$ cat src/rtl/matrix_vec_loader.sv
// Serial-to-parallel frame loader: assembles an N x N matrix and an N-vector
// from a valid/ready element stream and holds them on flat buses until taken.
module matrix_vec_loader #(
  parameter int N = 3,
  parameter int W = 1
) (
  input  logic             clk,
  input  logic             rst_n,
  input  logic             in_valid,
  output logic             in_ready,
  input  logic [W-1:0]     in_data,
  input  logic             in_last,
  output logic             out_valid,
  input  logic             out_ready,
  output logic [N*N*W-1:0] M_flat,
  output logic [N*W-1:0]   v_flat,
  output logic             frame_err
);

  localparam int MN    = N * N;
  localparam int BEATS = MN + N;
  localparam int IDX_W = $clog2(BEATS);
  localparam logic [IDX_W-1:0] LAST_IDX = IDX_W'(BEATS - 1);

  typedef enum logic [0:0] {
    LOAD = 1'b0,
    HOLD = 1'b1
  } state_t;

  state_t           state;
  state_t           state_nxt;
  logic [IDX_W-1:0] idx;
  logic [IDX_W-1:0] idx_nxt;
  logic             err_nxt;
  logic             beat_acc;

  always_ff @(posedge clk or negedge rst_n) begin
    if (!rst_n) begin
      state     <= LOAD;
      idx       <= '0;
      frame_err <= 1'b0;
    end else begin
      state     <= state_nxt;
      idx       <= idx_nxt;
      frame_err <= err_nxt;
    end
  end

  // Any in_last/position disagreement drops the frame and rewinds to beat 0.
  always_comb begin
    state_nxt = state;
    idx_nxt   = idx;
    err_nxt   = 1'b0;
    in_ready  = (state == LOAD);
    out_valid = (state == HOLD);
    beat_acc  = in_valid && (state == LOAD);
    case (state)
      LOAD: begin
        if (beat_acc) begin
          if (idx == LAST_IDX) begin
            idx_nxt = '0;
            if (in_last) begin
              state_nxt = HOLD;
            end else begin
              err_nxt = 1'b1;
            end
          end else if (in_last) begin
            idx_nxt = '0;
            err_nxt = 1'b1;
          end else begin
            idx_nxt = idx + IDX_W'(1);
          end
        end
      end
      HOLD: begin
        if (out_ready) begin
          state_nxt = LOAD;
        end
      end
      default: begin
        state_nxt = LOAD;
      end
    endcase
  end

  // Element storage: beat idx lands in M (row-major) first, then in v.
  always_ff @(posedge clk or negedge rst_n) begin
    if (!rst_n) begin
      M_flat <= '0;
      v_flat <= '0;
    end else if (beat_acc) begin
      for (int e = 0; e < MN; e++) begin
        if (idx == IDX_W'(e)) begin
          M_flat[e*W +: W] <= in_data;
        end
      end
      for (int i = 0; i < N; i++) begin
        if (idx == IDX_W'(MN + i)) begin
          v_flat[i*W +: W] <= in_data;
        end
      end
    end
  end

  a_idx_range: assert property (@(posedge clk) disable iff (!rst_n) idx <= LAST_IDX);
  a_err_no_valid: assert property (@(posedge clk) disable iff (!rst_n) frame_err |-> !out_valid);

endmodule

$ cat config.mk
export PLATFORM = sky130hd
export DESIGN_NAME = matrix_vec_loader
export DESIGN_NICKNAME = d
export VERILOG_FILES = /design/src/rtl/matrix_vec_loader.sv
export SDC_FILE = /design/constraint.sdc
export NUM_CORES = 1
export LEC_CHECK = 0
export CORE_ASPECT_RATIO = 0.8
export CORE_UTILIZATION = 41
export CTS_CLUSTER_DIAMETER = 50
export DETAILED_ROUTE_END_ITERATION = 8
export HOLD_SLACK_MARGIN = 0.05
export PLACE_DENSITY = 0.76
export SYNTH_ARGS = -nofsm -noshare
export SYNTH_HDL_FRONTEND = slang
export SYNTH_SLANG_ARGS = --single-unit
export TNS_END_PERCENT = 30
$ cat constraint.sdc
create_clock -name clk -period 3.4 [get_ports clk]
set_input_delay 0.51 -clock clk [delete_from_list [all_inputs] [get_ports clk]]
set_output_delay 0.51 -clock clk [all_outputs]
set_load 0.02 [all_outputs]
# After elaboration in Yosys (flattened, before gate mapping)
# Index checks and enable logic that the tools add are counted.
# Widths: inputs -> output; s select.
[word_totals] ff_bits=18 latch_bits=0 mem_bits_rw=0 romBits=0 in_bits=6 wordCells=54 mem_count=0
[classes] addsub=1 mul=0 n_div=0 magnitude_cmp=0 eq_ne=11 shifts=0 mux=11 bitwise_logic=1 reduce_logical=15
[ops] op="$reduce_and 2->1" n=13
[ops] op="$eq 4x3->1 const B" n=4
[ops] op="$eq 4x4->1 const B" n=4
[ops] op="$eq 4x2->1 const B" n=2
[ops] op="$mux 1" n=8
[ops] op="$mux 4" n=2
[ops] op="$add 4x1->4 const B" n=1
[ops] op="$eq 4x1->1 const B" n=1
[ops] op="$logic_not 4->1" n=1
[ops] op="$pmux 1 s2" n=1
[ops] op="$logic_and 1x1->1" n=1
[ops] op="$not 1->1" n=1

# Depth between registers and ports, before layout
# Gate-level depths: netlist (run 1).
[logic_depth] ltp_word=4 depth_mapped=4

# Least setup slack after synthesis (run 1)
# No wires, ideal clock.
[synth_timing] path_kind="reg2reg" from="reg state (netlist: out_valid)" to="reg M_flat[3]" t_arrival_ns=1.230 path_slack_ns=2.045 path_stages_with_launch=4 path_buffers=0 period_less_slack_ns=1.355 cell_sequence="dfrtp_1 nor4b_2 nand2_1 mux2_4"
[synth_via] elab_chain_len=3
[synth_lines] element="start: declaration" line="30" source="state_t state;"
[synth_lines] element="start signal: assignment" line="43" source="state <= state_nxt;"
[synth_lines] element="$not 1->1 (no source line)"
[synth_lines] element="$logic_and 1x1->1" line="56" source="beat_acc = in_valid && (state == LOAD);"
[synth_lines] element="$reduce_and 2->1 (no source line)"
[synth_lines] element="end signal: indexed assignment" line="94" source="M_flat[e*W +: W] <= in_data;"
[synth_lines] element="end: declaration" line="15" source="output logic [N*N*W-1:0] M_flat,"
# Every way passes these cells.
# A chain may end at the register's enable or synchronous reset.

# Worst setup path in the final report (run 1)
[layout_timing] from="reg state (netlist: out_valid)" to="out in_ready"
[layout_via] elab_chain_len=1
[layout_lines] element="$not 1->1 (no source line)"
[layout_lines] element="end: declaration" line="10" source="output logic in_ready,"
# Every way passes these cells.

==> reports/results.txt, run 1 <==
HPWL Detailed - 1.239 mm
Synth area leader - dfrtp_1
Clock share of power - 20.8%
Clock skew - 0.003483 ns
Critical Path Max Stage Delay - 0.60 ns
Die height - 43.40 µm
PostCTS Resize Cnt - 0
Max-Cap Viols - 0
Finished Cell Area - 0.001132 mm²
Most frequent cell after synthesis - dfrtp_1
Placed Area - 0.001096 mm²
Worst min path class - reg -> reg
Worst-path clk slew - 0.10 ns
Max Used Layer - met4
Largest net degree at the start of global routing - 19
Maximum clock path buffer count - 2
Synthesis-to-layout area growth - 28.92%
Fin crit share - 57.50%
CP Cell Sequence - inv_1 > clkdlybuf4s50_1
Floorplan core area - 0.001944 mm²
Post CTS Setup Buffer Count - 0
Mapped cell area - 878.3 µm²
Wire length on met3 - 122 µm
Antenna violations before repair - 0
Rows - 14
Synth Area in Compound Gates - 3.846%
Crit path max-delay cell type - clkdlybuf4s50_1
Sw Share - 30.78%
Vias/cell - 5.215
Outcome - completed
Vias - 631
Clk_lat worst skew - 0.29 ns
Buffering stage count on the worst path with inverters included - 2
Synth Area in Adders - 5.698%
FILL cells - 184
DRC viols - 0
Synth cell types - 24
Logic pwr share - 33.6%
CTS H-Tree Depth - 1
Number of flops mapped to enable cells by yosys - 0
Simple-gate share of the synthesized area - 19.66%
Post-Syn Nets - 86
Max-slew headroom - 47.27%
Post-CTS Hold Buffers - 0
Total Routing Usage GR - 17.55%
Cell family with most CP delay - buffers and inverters
Measured slew at the worst slew-check pin - 0.7884 ns
Starting Density - 45.17%
Synth warnings - 0
CP max FO - 6
CTS Buf Count - 3
Setup TNS - 0 ns
First-pass GRT wire length - 2.877 mm
Antenna Violating Nets Remaining - 0
Vias in the first global route - 613
WS Path Type - reg -> out
Clock Tree Root - clkbuf_4
DRT iter0 DRCs - 6
Ports - 21
Peak supply drop - 0.0004147 V
Minimum clock period - 1.955 ns
Sequential share of power - 45.6%
Wire length per cell - 13.52 µm
Share of the synthesized area in the top cell type - 51.28%
Die Area - 0.002333 mm²
Clock Sinks - 18
First drt pass iteration count - 4
Leak - 0.5137 nW
Mux cell area share after synthesis - 15.81%
Final #Nets - 108
Peak Freq - 0.5115 GHz
Setup crit end kind - primary output
Top cells by count, synth - dfrtp_1 (18), nand2_1 (13), mux2_1 (11)
Share of layout cells above drive strength 1 - 6.186%
CP required - 2.89 ns
Cell count after synthesis - 76
Slew Limit Fails - 0
Crit path DAT - 1.45 ns
Sequential area share after synthesis - 51.28%
Routed wl met2 - 673 µm
Sw Pwr - 0.1922 mW
CTS tree - built
Unrepaired setup endpoints after global routing - false
Synthesis-stage register bit count - 18
Post-synthesis async set-or-reset flop share - 100.0%
Die Wd - 53.75 µm
Ant diodes - 0
Routed wire length - 1.636 mm
Largest family of logic cells by synthesized area - simple AND/OR/NAND/NOR gates
Crit start category - register
Post-Syn Area per Cell - 11.56 µm²
Endpoints failing hold - 0
Met1 WL - 829 µm
Remaining Overflow, GRT - 0
Synth Area in XOR/XNOR - 0.9972%
PortBufs - 20
Largest cells by area after synthesis - dfrtp_1 (51%), mux2_1 (14%), ha_1 (5.7%)
GPL Wtd Cong - 0.8071
Synth Flop Type - dfrtp_1
Pwr per Cell Area - 551.2 mW/mm²
Pint - 0.4320 mW
Final Setup Violations - 0
worst paths after layout:
kind / startpoint / endpoint / slack [ns] / cells past startpoint
setup / recovery: out_valid / in_ready / 1.44 / 2
hold reg to reg: M_flat[2] / M_flat[2] / 0.50 / 1
max in group asynchronous: rst_n / M_flat[4] / 2.24 / 1
setup reg to reg: idx[2] / M_flat[3] / 1.87 / 3
hold / removal: M_flat[2] / M_flat[2] / 0.50 / 1
min in group asynchronous: rst_n / out_valid / 0.67 / 1
cell families (layout without fill, tap and decap cells):
logic type	Yosys count	count (layout)
DFF	18	18
adders and majority gates	4	4
xor gates and xnor gates	1	1
buffers and inverters	6	27
muxes	12	12
and+or+nand+nor	29	29
AOI/OAI and AO/OA	6	6
sequential cells by signal, summed over array words and instances, names as in the netlist:
signal,cells
frame_err,1
out_valid,1
v_flat,3
M_flat,9
idx,4
power by group through the flow:
stage	Clock [mW]	Sequential [mW]	Combinational, mW
floorplan	0	0.336	0.0610
global placement	0	0.290	0.207
detailed placement	0	0.290	0.212
CTS	0.137	0.286	0.213
global route	0.145	0.293	0.229
finish	0.130	0.285	0.210
per-stage QoR:
| step | instances | utilization (%) | total power [mW] | hold WS [ns] | setup WS [ns] |
|---|---|---|---|---|---|
| CTS | 121 | 58.24 | 0.6356 | 0.5058 | 1.426 |
| global placement | 117 | 56.37 | 0.4971 | 0.4729 | 1.464 |
| finish | 121 | 58.24 | 0.6242 | 0.4979 | 1.445 |
| global route | 121 | 58.24 | 0.6667 | 0.5308 | 1.367 |
| floorplan | 76 | - | 0.3967 | 0.2144 | 2.045 |
| detailed placement | 117 | 56.37 | 0.5015 | 0.4799 | 1.386 |
per-layer routing:
layer / vias up / global-route usage (%)
li1: 309 / -
met1: 298 / 24.77
met2: 22 / 24.94
met3: 2 / 8.070
met4: 0 / 3.158
met5: - / 0
placed cells by master (no fill, tap or decap), types with 2 or more instances in the layout:
cell type / Yosys / layout
inv_1: 3 / 3
nor2_1: 3 / 3
clkbuf_4: 0 / 3
dfrtp_1: 18 / 18
nand3_1: 2 / 2
ha_1: 4 / 4
mux2_1: 11 / 11
nand3b_1: 2 / 2
clkdlybuf4s50_1: 0 / 20
and4bb_1: 2 / 2
nand2_1: 13 / 13
o21ai_0: 3 / 3
worst register-to-register path: stages, from the launching register on:
cell and delay, ns:
dfrtp_1 0.47, nor4b_2 0.48, nand2_1 0.17, mux2_4 0.32
area by class of cell:
class	count	area, µm²	share of cell area, %
clock buffer	4	36.28	3.204
timing repair buffer	20	200.2	17.68
multi-input combinational	52	404.1	35.69
inverter	3	11.26	0.9945
sequential	18	450.4	39.78
tap	24	30.03	2.652
(Power assumes the default switching activity.)
==> inputs of run 2 (changes only) <==
==> constraint.sdc (replaced) <==
create_clock -name clk -period 2.05 [get_ports clk]
set_input_delay 0.3075 -clock clk [delete_from_list [all_inputs] [get_ports clk]]
set_output_delay 0.3075 -clock clk [all_outputs]
set_load 0.02 [all_outputs]
==> reports/results.txt, run 2 (synthesis gave the netlist of run 1 again) <==
Outcome - completed
FILL cells - 162 (-12%)
PostCTS Resize Cnt - 0 (unchanged)
Clk_lat worst skew - 0.29 ns (about the same)
Setup crit end kind - primary output
Post-CTS Hold Buffers - 0 (unchanged)
First drt pass iteration count - 4 (unchanged)
First-pass GRT wire length - 3.042 mm (+5.7%)
DRC viols - 0 (unchanged)
CTS H-Tree Depth - 1 (unchanged)
WS Path Type - reg -> out
Final Setup Violations - 0 (unchanged)
Total Routing Usage GR - 18.94% (+1.4 points)
Measured slew at the worst slew-check pin - 0.4267 ns (-0.3618 ns)
Max-slew headroom - 71.48% (+24 points)
Reg2Reg Launch Point - idx[0]
Antenna Violating Nets Remaining - 0 (unchanged)
CTS tree - built
Fin crit share - 86.22%
Crit path max-delay cell type - clkdlybuf4s50_1
Dpl cells - 119 (+1.7%)
HPWL Detailed - 1.254 mm (+1.2%)
Routed wire length - 1.756 mm (+7.3%)
CP required - 1.74 ns (-1.15 ns)
Synthesis-to-layout area growth - 30.63%
Share of layout cells above drive strength 1 - 8.081% (+1.9 points)
Vias/cell - 5.333 (+2.3%)
Critical Path Max Stage Delay - 0.60 ns (about the same)
Worst min path class - in -> async
Maximum clock path buffer count - 2 (unchanged)
Ports - 21 (unchanged)
Post-Layout Cell Count - 123 (+1.7%)
Rows - 14 (unchanged)
CP Cell Sequence - inv_1 > clkdlybuf4s50_1
Cell family with most CP delay - buffers and inverters
Max reg flops - 9 (unchanged)
Pwr per Cell Area - 908.7 mW/mm² (+65%)
DRT iter0 DRCs - 17 (+11)
Unrepaired setup endpoints after global routing - false
Clock Sinks - 18 (unchanged)
Clock skew - 0.007460 ns (+0.003977 ns)
Reg2Reg Setup Slack - 0.53 ns (-1.34 ns)
Peak supply drop - 0.0005811 V (+40%)
Worst-path clk slew - 0.10 ns (about the same)
Regs by FF count - M_flat: 9 flops, idx: 4 flops, v_flat: 3 flops
Final Power - 1.043 mW (+67%)
Post CTS Setup Buffer Count - 0 (unchanged)
Die Wd - 53.75 µm (unchanged)
Leak - 0.5233 nW (+1.9%)
Buffering stage count on the worst path with inverters included - 2 (unchanged)
Remaining Overflow, GRT - 0 (unchanged)
Minimum clock period - 1.768 ns
Max-Cap Viols - 0 (unchanged)
GPL Wtd Cong - 0.8390 (+4.0%)
Final #Nets - 110 (+1.9%)
Top reg by flops - M_flat
Vias - 656 (+4.0%)
Starting Density - 45.17% (unchanged)
Most frequent cells in the layout - clkdlybuf4s50_1 (20), dfrtp_1 (18), nand2_1 (13)
Antenna violations before repair - 0 (unchanged)
Setup TNS - 0 ns (unchanged)
Crit path DAT - 1.46 ns (about the same)
Commonest non-fill, non-tap cell in the layout - clkdlybuf4s50_1
Peak Freq - 0.5657 GHz
Worst r2r path cells - 4 (+1)
Worst path depth - 2 (unchanged)
Wire length per cell - 14.28 µm (+5.6%)
Floorplan core area - 0.001944 mm² (unchanged)
CP max FO - 6 (unchanged)
Vias in the first global route - 666 (+8.6%)
CP Launch Point - out_valid
Largest net degree at the start of global routing - 19 (unchanged)
Die Area - 0.002333 mm² (unchanged)
CTS Buf Count - 3 (unchanged)
Crit start category - register
Slew Limit Fails - 0 (unchanged)
Ant diodes - 0 (unchanged)
Die height - 43.40 µm (unchanged)
PortBufs - 20 (unchanged)
Endpoints failing hold - 0 (unchanged)
Critical Path End - in_ready
Clock Tree Root - clkbuf_4
Reg2Reg Capture Point - v_flat[2]
==> run 2: final cells by class <==
| cell class | count | area [µm²] | area share (%) |
|---|---|---|---|
| clock buffer | 4 | 36.28 | 3.162 |
| inverter | 3 | 11.26 | 0.9815 |
| multi-input combinational | 52 | 404.1 | 35.22 |
| sequential | 18 | 450.4 | 39.26 |
| tap | 24 | 30.03 | 2.617 |
| timing repair buffer | 22 | 215.2 | 18.76 |
==> run 2: power breakdown <==
group / internal [mW] / switching [mW]
registers: 0.427 / 0.0486
clock network: 0.108 / 0.108
logic: 0.183 / 0.167
total: 0.719 / 0.324
==> run 2: routing by layer <==
| layer | wire [µm] | vias up | track usage (%) |
|---|---|---|---|
| met2 | 786 | 29 | 28.40 |
| met4 | 20 | 0 | 6.316 |
| met5 | 0 | - | 0 |
| met1 | 838 | 314 | 25.45 |
| li1 | - | 309 | - |
| met3 | 111 | 4 | 6.667 |
==> run 2: worst min path at each step <==
| stage | from | cells past startpoint | to | slack, ns |
|---|---|---|---|---|
| 6_report | rst_n | 2 | frame_err | 0.34 |
| 5_1_grt | rst_n | 2 | out_valid | 0.35 |
| 4_1_cts | rst_n | 2 | out_valid | 0.35 |
| 3_5_place_dp | M_flat[8] | 1 | M_flat[8] | 0.48 |
| 3_3_place_gp | M_flat[6] | 1 | M_flat[6] | 0.47 |
| 2_1_floorplan | rst_n | 0 | M_flat[0] | 0.01 |
==> run 2: per-stage QoR <==
step	util (%)	hold slack, ns	setup WS (ns)	instance area (µm²)
floorplan	-	0.01191	0.6947	878.3
global placement	57.14	0.4725	0.3146	1111
detailed placement	57.14	0.4817	0.2440	1111
CTS	59.01	0.3457	0.2659	1147
global route	59.01	0.3543	0.2020	1147
finish	59.01	0.3434	0.2824	1147
